`src/rtl/uart_pkg.sv`:
```
// Shared UART definitions: receiver state encoding, parity mode codes and
// the parameter legality check used at elaboration.
package uart_pkg;

  typedef enum logic [2:0] {
    ST_IDLE,
    ST_START,
    ST_DATA,
    ST_PARITY,
    ST_STOP,
    ST_RECOVER
  } state_e;

  localparam int PAR_NONE = 0;
  localparam int PAR_ODD  = 1;
  localparam int PAR_EVEN = 2;

  function automatic bit rx_params_ok(int data_bits, int ovs, int parity, int stop_bits);
    return (data_bits >= 5) && (data_bits <= 9) &&
           (ovs >= 8) && (ovs <= 32) && ((ovs % 2) == 0) &&
           ((parity == PAR_NONE) || (parity == PAR_ODD) || (parity == PAR_EVEN)) &&
           ((stop_bits == 1) || (stop_bits == 2));
  endfunction

endpackage

```
`src/rtl/uart_rx_cfg_if.sv`:
```
// Serial-side and result-side signals of the configurable UART receiver.
// master = line/tick source and result consumer, slave = the receiver.
interface uart_rx_cfg_if #(
  parameter int DATA_BITS = 8
);
  logic                 rx;
  logic                 b_tick;
  logic [DATA_BITS-1:0] rx_data;
  logic                 rx_done;
  logic                 parity_err;
  logic                 frame_err;
  logic                 break_det;

  modport master (
    output rx, b_tick,
    input  rx_data, rx_done, parity_err, frame_err, break_det
  );

  modport slave (
    input  rx, b_tick,
    output rx_data, rx_done, parity_err, frame_err, break_det
  );
endinterface

```
`src/rtl/uart_sync2.sv`:
```
// Two-flop synchronizer for an asynchronous single-bit input, with a
// selectable reset value so idle-high lines come out of reset idle.
module uart_sync2 #(
  parameter logic RST_VAL = 1'b0
) (
  input  logic clk,
  input  logic rst,
  input  logic d,
  output logic q
);

  logic [1:0] sync_q;

  always_ff @(posedge clk or posedge rst) begin
    if (rst) begin
      sync_q <= {2{RST_VAL}};
    end else begin
      sync_q <= {sync_q[0], d};
    end
  end

  assign q = sync_q[1];

endmodule

```
`src/rtl/uart_rx_cfg.sv`:
```
// Oversampled UART receiver with configurable width, parity and stop bits.
// Reports framing, parity and break conditions alongside each received word.
module uart_rx_cfg
  import uart_pkg::*;
#(
  parameter int DATA_BITS = 8,
  parameter int OVS       = 16,
  parameter int PARITY    = 0,
  parameter int STOP_BITS = 1
) (
  input  logic          clk,
  input  logic          rst,
  uart_rx_cfg_if.slave  bus
);

  localparam int TW = $clog2(OVS);
  localparam int BW = $clog2(DATA_BITS);
  localparam logic [TW-1:0] TCNT_HALF = TW'(OVS / 2 - 1);
  localparam logic [TW-1:0] TCNT_LAST = TW'(OVS - 1);
  localparam logic [BW-1:0] BCNT_LAST = BW'(DATA_BITS - 1);

  if (!rx_params_ok(DATA_BITS, OVS, PARITY, STOP_BITS)) begin : g_param_check
    $error("uart_rx_cfg: illegal parameter combination");
  end

  logic rxs;

  uart_sync2 #(.RST_VAL(1'b1)) u_sync (
    .clk (clk),
    .rst (rst),
    .d   (bus.rx),
    .q   (rxs)
  );

  state_e               state_q, state_d;
  logic [TW-1:0]        tcnt_q, tcnt_d;
  logic [BW-1:0]        bcnt_q, bcnt_d;
  logic [DATA_BITS-1:0] shift_q, shift_d;
  logic [DATA_BITS-1:0] rx_data_q, rx_data_d;
  logic                 par_q, par_d;
  logic                 stop_idx_q, stop_idx_d;
  logic                 stop_lo_q, stop_lo_d;
  logic                 stop_hi_q, stop_hi_d;
  logic                 rx_done_q, rx_done_d;
  logic                 parity_err_q, parity_err_d;
  logic                 frame_err_q, frame_err_d;
  logic                 break_det_q, break_det_d;

  logic tick_end;
  logic stop_any_lo;
  logic stop_any_hi;
  logic par_err;
  logic par_low;

  assign tick_end    = (tcnt_q == TCNT_LAST);
  // Stop history including the sample being taken on this tick.
  assign stop_any_lo = stop_lo_q | ~rxs;
  assign stop_any_hi = stop_hi_q | rxs;
  assign par_err     = (PARITY == PAR_NONE) ? 1'b0
                       : ((^shift_q) ^ par_q ^ (PARITY == PAR_ODD));
  assign par_low     = (PARITY == PAR_NONE) ? 1'b1 : ~par_q;

  always_comb begin
    state_d      = state_q;
    tcnt_d       = tcnt_q;
    bcnt_d       = bcnt_q;
    shift_d      = shift_q;
    par_d        = par_q;
    stop_idx_d   = stop_idx_q;
    stop_lo_d    = stop_lo_q;
    stop_hi_d    = stop_hi_q;
    rx_data_d    = rx_data_q;
    parity_err_d = parity_err_q;
    frame_err_d  = frame_err_q;
    break_det_d  = break_det_q;
    rx_done_d    = 1'b0;

    if (bus.b_tick) begin
      unique case (state_q)
        ST_IDLE: begin
          if (!rxs) begin
            state_d = ST_START;
            tcnt_d  = '0;
          end
        end
        ST_START: begin
          if (tcnt_q == TCNT_HALF) begin
            tcnt_d = '0;
            if (!rxs) begin
              state_d    = ST_DATA;
              bcnt_d     = '0;
              stop_idx_d = 1'b0;
              stop_lo_d  = 1'b0;
              stop_hi_d  = 1'b0;
            end else begin
              state_d = ST_IDLE;
            end
          end else begin
            tcnt_d = tcnt_q + 1'b1;
          end
        end
        ST_DATA: begin
          if (tick_end) begin
            tcnt_d  = '0;
            shift_d = {rxs, shift_q[DATA_BITS-1:1]};
            if (bcnt_q == BCNT_LAST) begin
              state_d = (PARITY != PAR_NONE) ? ST_PARITY : ST_STOP;
            end else begin
              bcnt_d = bcnt_q + 1'b1;
            end
          end else begin
            tcnt_d = tcnt_q + 1'b1;
          end
        end
        ST_PARITY: begin
          if (tick_end) begin
            tcnt_d  = '0;
            par_d   = rxs;
            state_d = ST_STOP;
          end else begin
            tcnt_d = tcnt_q + 1'b1;
          end
        end
        ST_STOP: begin
          if (tick_end) begin
            tcnt_d = '0;
            if ((STOP_BITS == 2) && !stop_idx_q) begin
              stop_idx_d = 1'b1;
              stop_lo_d  = stop_any_lo;
              stop_hi_d  = stop_any_hi;
            end else begin
              // Completing at mid-stop leaves room to catch a back-to-back start.
              rx_done_d    = 1'b1;
              rx_data_d    = shift_q;
              parity_err_d = par_err;
              frame_err_d  = stop_any_lo;
              break_det_d  = ~stop_any_hi & ~(|shift_q) & par_low;
              state_d      = stop_any_lo ? ST_RECOVER : ST_IDLE;
            end
          end else begin
            tcnt_d = tcnt_q + 1'b1;
          end
        end
        ST_RECOVER: begin
          if (rxs) begin
            state_d = ST_IDLE;
          end
        end
        default: state_d = ST_IDLE;
      endcase
    end
  end

  always_ff @(posedge clk or posedge rst) begin
    if (rst) begin
      state_q      <= ST_IDLE;
      tcnt_q       <= '0;
      bcnt_q       <= '0;
      shift_q      <= '0;
      par_q        <= 1'b0;
      stop_idx_q   <= 1'b0;
      stop_lo_q    <= 1'b0;
      stop_hi_q    <= 1'b0;
      rx_data_q    <= '0;
      rx_done_q    <= 1'b0;
      parity_err_q <= 1'b0;
      frame_err_q  <= 1'b0;
      break_det_q  <= 1'b0;
    end else begin
      state_q      <= state_d;
      tcnt_q       <= tcnt_d;
      bcnt_q       <= bcnt_d;
      shift_q      <= shift_d;
      par_q        <= par_d;
      stop_idx_q   <= stop_idx_d;
      stop_lo_q    <= stop_lo_d;
      stop_hi_q    <= stop_hi_d;
      rx_data_q    <= rx_data_d;
      rx_done_q    <= rx_done_d;
      parity_err_q <= parity_err_d;
      frame_err_q  <= frame_err_d;
      break_det_q  <= break_det_d;
    end
  end

  assign bus.rx_data    = rx_data_q;
  assign bus.rx_done    = rx_done_q;
  assign bus.parity_err = parity_err_q;
  assign bus.frame_err  = frame_err_q;
  assign bus.break_det  = break_det_q;

endmodule

```
`src/flat_wrapper.sv`:
```
// flat-port wrapper written by rule: the top's interface ports become plain ports
module uart_rx_cfg_flat import uart_pkg::*;
#(
  parameter int DATA_BITS = 8,
  parameter int OVS       = 16,
  parameter int PARITY    = 0,
  parameter int STOP_BITS = 1
)
  (clk, rst, bus_rx, bus_b_tick, bus_rx_data, bus_rx_done, bus_parity_err, bus_frame_err, bus_break_det);
  uart_rx_cfg_if #(.DATA_BITS(DATA_BITS)) bus_i ();
  input  logic clk;
  input  logic rst;
  input wire logic [$bits(bus_i.rx)-1:0] bus_rx;
  input wire logic [$bits(bus_i.b_tick)-1:0] bus_b_tick;
  output wire logic [$bits(bus_i.rx_data)-1:0] bus_rx_data;
  output wire logic [$bits(bus_i.rx_done)-1:0] bus_rx_done;
  output wire logic [$bits(bus_i.parity_err)-1:0] bus_parity_err;
  output wire logic [$bits(bus_i.frame_err)-1:0] bus_frame_err;
  output wire logic [$bits(bus_i.break_det)-1:0] bus_break_det;
  assign bus_i.rx = bus_rx;
  assign bus_i.b_tick = bus_b_tick;
  assign bus_rx_data = bus_i.rx_data;
  assign bus_rx_done = bus_i.rx_done;
  assign bus_parity_err = bus_i.parity_err;
  assign bus_frame_err = bus_i.frame_err;
  assign bus_break_det = bus_i.break_det;
  uart_rx_cfg #(.DATA_BITS(DATA_BITS), .OVS(OVS), .PARITY(PARITY), .STOP_BITS(STOP_BITS)) u_core (.clk(clk), .rst(rst), .bus(bus_i));
endmodule
```
`config.mk`:
```
export PLATFORM = sky130hd
export DESIGN_NAME = uart_rx_cfg_flat
export DESIGN_NICKNAME = d
export VERILOG_FILES = /design/src/rtl/uart_pkg.sv /design/src/rtl/uart_rx_cfg_if.sv /design/src/rtl/uart_sync2.sv /design/src/rtl/uart_rx_cfg.sv /design/src/flat_wrapper.sv
export SDC_FILE = /design/constraint.sdc
export NUM_CORES = 1
export LEC_CHECK = 0
export ABC_AREA = 1
export CORE_UTILIZATION = 56
export CTS_CLUSTER_SIZE = 25
export DETAILED_ROUTE_END_ITERATION = 12
export DONT_BUFFER_PORTS = 1
export PLACE_DENSITY = 0.71
export SYNTH_ARGS = -nofsm -noshare
export SYNTH_HDL_FRONTEND = slang
export SYNTH_HIERARCHICAL = 1
export SYNTH_SLANG_ARGS = --single-unit
export TNS_END_PERCENT = 5
```
`constraint.sdc`:
```
create_clock -name clk -period 1.6 [get_ports clk]
set_input_delay 0.32 -clock clk [delete_from_list [all_inputs] [get_ports clk]]
set_output_delay 0.32 -clock clk [all_outputs]
set_load 0.02 [all_outputs]
```
==> parameters.txt <==
Parameter                              Value

Run status
  Outcome ... finished clean

Synthesis
  Post-Synthesis Cells ... between 150 and 200
  Post-synthesis async set-or-reset flop share ... 1.000
  Leading register cell type out of synthesis ... sky130_fd_sc_hd__dfrtp_1
  Synthesized netlist net count ... 193
  Synth Cell Area ... 1546 sq um
  Most area-consuming cells after synthesis ... sky130_fd_sc_hd__dfrtp_1 47%, sky130_fd_sc_hd__nand2_1 14%, sky130_fd_sc_hd__nand3_1 5.5%
  Distinct cell type count of the synthesized netlist ... 22
  Count leader, synth ... sky130_fd_sc_hd__nand2_1
  Mean post-synth cell area ... 8.314 sq um
  Most frequent cells after synthesis ... 59 x sky130_fd_sc_hd__nand2_1, 29 x sky130_fd_sc_hd__dfrtp_1, 22 x sky130_fd_sc_hd__inv_1
  Sequential fraction of the synthesis area ... 0.5032
  Synth Warn # ... 6
  Cell type contributing the most total cell area after synthesis ... sky130_fd_sc_hd__dfrtp_1
  Post-synth EDFFs ... 0
  Synthesized flop and latch total ... 31
  Area fraction of the dominant cell type after synthesis ... 0.4693

CTS
  TritonCTS buffer count ... 5
  Clk buf depth ... 2
  Clock tree from TritonCTS ... yes
  Post-CTS repair timing setup buffer count ... 0
  H-tree level count ... 2
  Clock latency reported for the late side of the worst-skew pair ... approximately 0.31 ns
  CTS clock-pin slew for the worst setup and hold paths ... 0.10 ns
  CTS Root Buffer Type ... sky130_fd_sc_hd__clkbuf_4
  Number of sinks driven by the clock tree ... 31

Critical path
  Critical register-to-register path startpoint ... u_core/state_q[2]
  Crit start category ... register
  Worst-path fanout max ... 19
  CP endpoint kind ... register
  Worst path required time ... 1.79 ns
  Critical Path AT ... 1.69 ns
  Slowest stage cell on the critical path ... sky130_fd_sc_hd__dfrtp_1
  End of the worst register-to-register path ... u_core/bus.rx_data[6]
  Worst reg-to-reg path cell count ... 6
  CP peak stage delay ... 0.60 ns
  Crit Path Class ... reg2reg
  Reg2Reg Setup Slack ... roughly 0.10 ns
  Cell chain of the critical path ... buf_4 > nand2_2 > nor2_2 > inv_2 > nand2_1 > o21ai_0

Timing
  Post-route setup slack ... 0.1040 ns
  Final count of hold timing violations ... 0
  Post-layout min period ... between 1 and 1.5 ns
  Final TNS setup ... 0 ns
  Final setup vio count ... 0
  Share of the clock period used by the worst path after layout ... 0.9350
  Final-report max-slew violation count ... 0
  Top achievable clock speed ... 0.6684 GHz
  RSZ-0062 raised after global routing ... yes
  Clk_skew ... 0.005994 ns

Floorplan
  Placeable core area ... 2545 sq um
  Num rows ... 18
  Boundary pin count ... 16
  Die outline width ... between 50 and 60 um
  Starting Density ... 0.6077
  Die boundary height ... 54.55 um
  Full die area ... 2976 sq um

Global routing
  First-pass GRT wire length ... 4.429 mm
  Most Used Layer, Global Route ... met2
  Largest net degree at the start of global routing ... 30
  Total track usage ... 0.2188
  Number of antenna violations at the first check in global routing ... 0
  Met3 usage in global routing ... 0.06944
  Vias in the first global route ... 1065
  Global routing met1 resource utilization ... 0.2259
  Met2 GRT Util ... 0.3902
  Aggregate global routing overflow ... 0

Drt
  Remaining design rule violation count ... 0
  Length of the first detailed-routing pass in iterations ... 4
  Total Wirelength ... 2.720 mm
  Final routed wire length divided by cell count ... between 10 and 15 um
  Post-DR vias/cell ... 5.300
  Total number of vias ... between 1000 and 1500
  Antenna Violating Nets Remaining ... 0
  Number of DRC markers after the initial detailed-route iteration ... 37

Min path
  Worst hold path type ... in2reg
  End of the worst hold path ... u_core/bus.rx_done
  Min-delay src ... bus_b_tick
  Cells on Worst Hold Path ... 2

Cells and area
  Final instance area ... 1672 sq um
  Area growth from synthesis to layout ... 8.090%
  Fin nets ... 200
  Antenna diode instance count ... 0
  Layout cells sized above 1 ... 0.1710
  Number of standard cells in the final layout excluding fillers ... 223
  Number of fill cells ... 199

Placed design
  Worst setup slack after placement ... about 0.073 ns
  Half-perimeter wire length after placement ... 1.977 mm
  Count of buffers from port buffering ... 0
  Placed instance count ... 214
  Final RePlAce weighted congestion ... 0.8679
  Dpl cell area ... 1570 sq um

Power
  PD cells ... 1198 nW/um^2
  Total Power Consumption ... 2003 uW
  Peak supply drop ... roughly 0.87 mV
  Static leakage power ... 0.0008476 uW

Run
  Max capacitance violation total ... 0
-- area by class of cell --
type	instances	area, sq um	share of cell area
flip-flops and latches	31	778.2	0.4656
multi-input cells	126	654.4	0.3915
inverters	24	90.09	0.05389
repair buffers	5	55.05	0.03293
clock buffers	6	51.30	0.03069
well taps	30	37.54	0.02246
clock inverters	1	5.005	0.002994
-- repair_timing --
action	CTS	global route
setup endpoints to repair	0	26
endpoints found under the hold margin	32	0
resized for setup	0	7
hold buffers	2	0
-- where the power goes --
part	switching [uW]	internal, uW	leakage (uW)
clock	252	203	0.0000341
combinational	400	201	0.000391
sequential	99.2	847	0.000422
-- worst max path at each step --
stage	depth (start not counted)	slack, ns	from	to
2_1_floorplan	9	0.13	u_core/tcnt_q[0]	u_core/shift_q[7]
3_3_place_gp	6	0.13	u_core/state_q[2]	u_core/bus.rx_data[6]
3_5_place_dp	8	0.07	u_core/tcnt_q[0]	u_core/shift_q[2]
4_1_cts	8	0.05	u_core/tcnt_q[0]	u_core/shift_q[2]
5_1_grt	10	-0.02	u_core/tcnt_q[1]	u_core/state_q[2]
6_report	6	0.10	u_core/state_q[2]	u_core/bus.rx_data[6]
-- sequential cells by signal, indices dropped and copies added (netlist names) --
| register | cells |
|---|---|
| u_core/bus.rx_done | 1 |
| u_core/state_q | 3 |
| u_core/tcnt_q | 4 |
| u_core/bus.break_det | 1 |
| u_core/bus.rx_data | 8 |
| u_core/bcnt_q | 3 |
| u_core/shift_q | 8 |
| u_core/u_sync/sync_q | 2 |
| u_core/bus.frame_err | 1 |
-- stage by stage --
step                      hold WS (ns)  utilization
after detailed placement        0.2431       0.6170
after CTS                       0.2101       0.6470
after floorplan                 0.2315            -
after global placement          0.2338       0.6170
final                           0.1697       0.6568
after global routing            0.1487       0.6568
-- cell usage in the layout, fill, tap and decap left out --
master,instances
sky130_fd_sc_hd__inv_1,22
sky130_fd_sc_hd__nor2_1,11
sky130_fd_sc_hd__o21ai_0,10
sky130_fd_sc_hd__nand2_4,1
sky130_fd_sc_hd__nor2_8,1
sky130_fd_sc_hd__nand3b_1,1
sky130_fd_sc_hd__nand3_2,1
sky130_fd_sc_hd__clkinv_2,1
sky130_fd_sc_hd__dlygate4sd3_1,2
sky130_fd_sc_hd__buf_12,1
sky130_fd_sc_hd__nand2_1,58
sky130_fd_sc_hd__clkbuf_4,5
sky130_fd_sc_hd__or2_1,1
sky130_fd_sc_hd__nor2_2,3
sky130_fd_sc_hd__dfstp_2,2
sky130_fd_sc_hd__o21ai_2,8
sky130_fd_sc_hd__nand3_1,16
sky130_fd_sc_hd__ha_1,2
sky130_fd_sc_hd__inv_2,2
sky130_fd_sc_hd__ha_4,1
sky130_fd_sc_hd__dfrtp_1,29
sky130_fd_sc_hd__o21ai_1,3
sky130_fd_sc_hd__clkbuf_8,1
sky130_fd_sc_hd__buf_4,2
sky130_fd_sc_hd__conb_1,1
sky130_fd_sc_hd__nand2_2,4
sky130_fd_sc_hd__xor2_1,1
sky130_fd_sc_hd__nand4_1,3
-- critical path, delay by kind of cell, from the launching register on --
kind,cells,cell delay (ns)
DFF,1,0.60
and+or+nand+nor,3,0.34
AOI/OAI and AO/OA,1,0.08
buffers and inverters,2,0.35
-- kinds of logic after synthesis --
logic type | share of synthesized area
flip-flops | 0.5032
AND/OR/NAND/NOR | 0.2872
AO/OA/AOI/OAI | 0.08738
adder cells (fa/ha/maj) | 0.02427
buffers and inverters | 0.08980
other | 0.002425
XOR/XNOR | 0.005664
-- per-layer routing --
metal,share of wire,wire [um]
met3,0.049,134
met5,0,0
met2,0.53,1453
met1,0.40,1080
met4,0.019,51
Note: power is estimated with default switching activity, not from simulation.
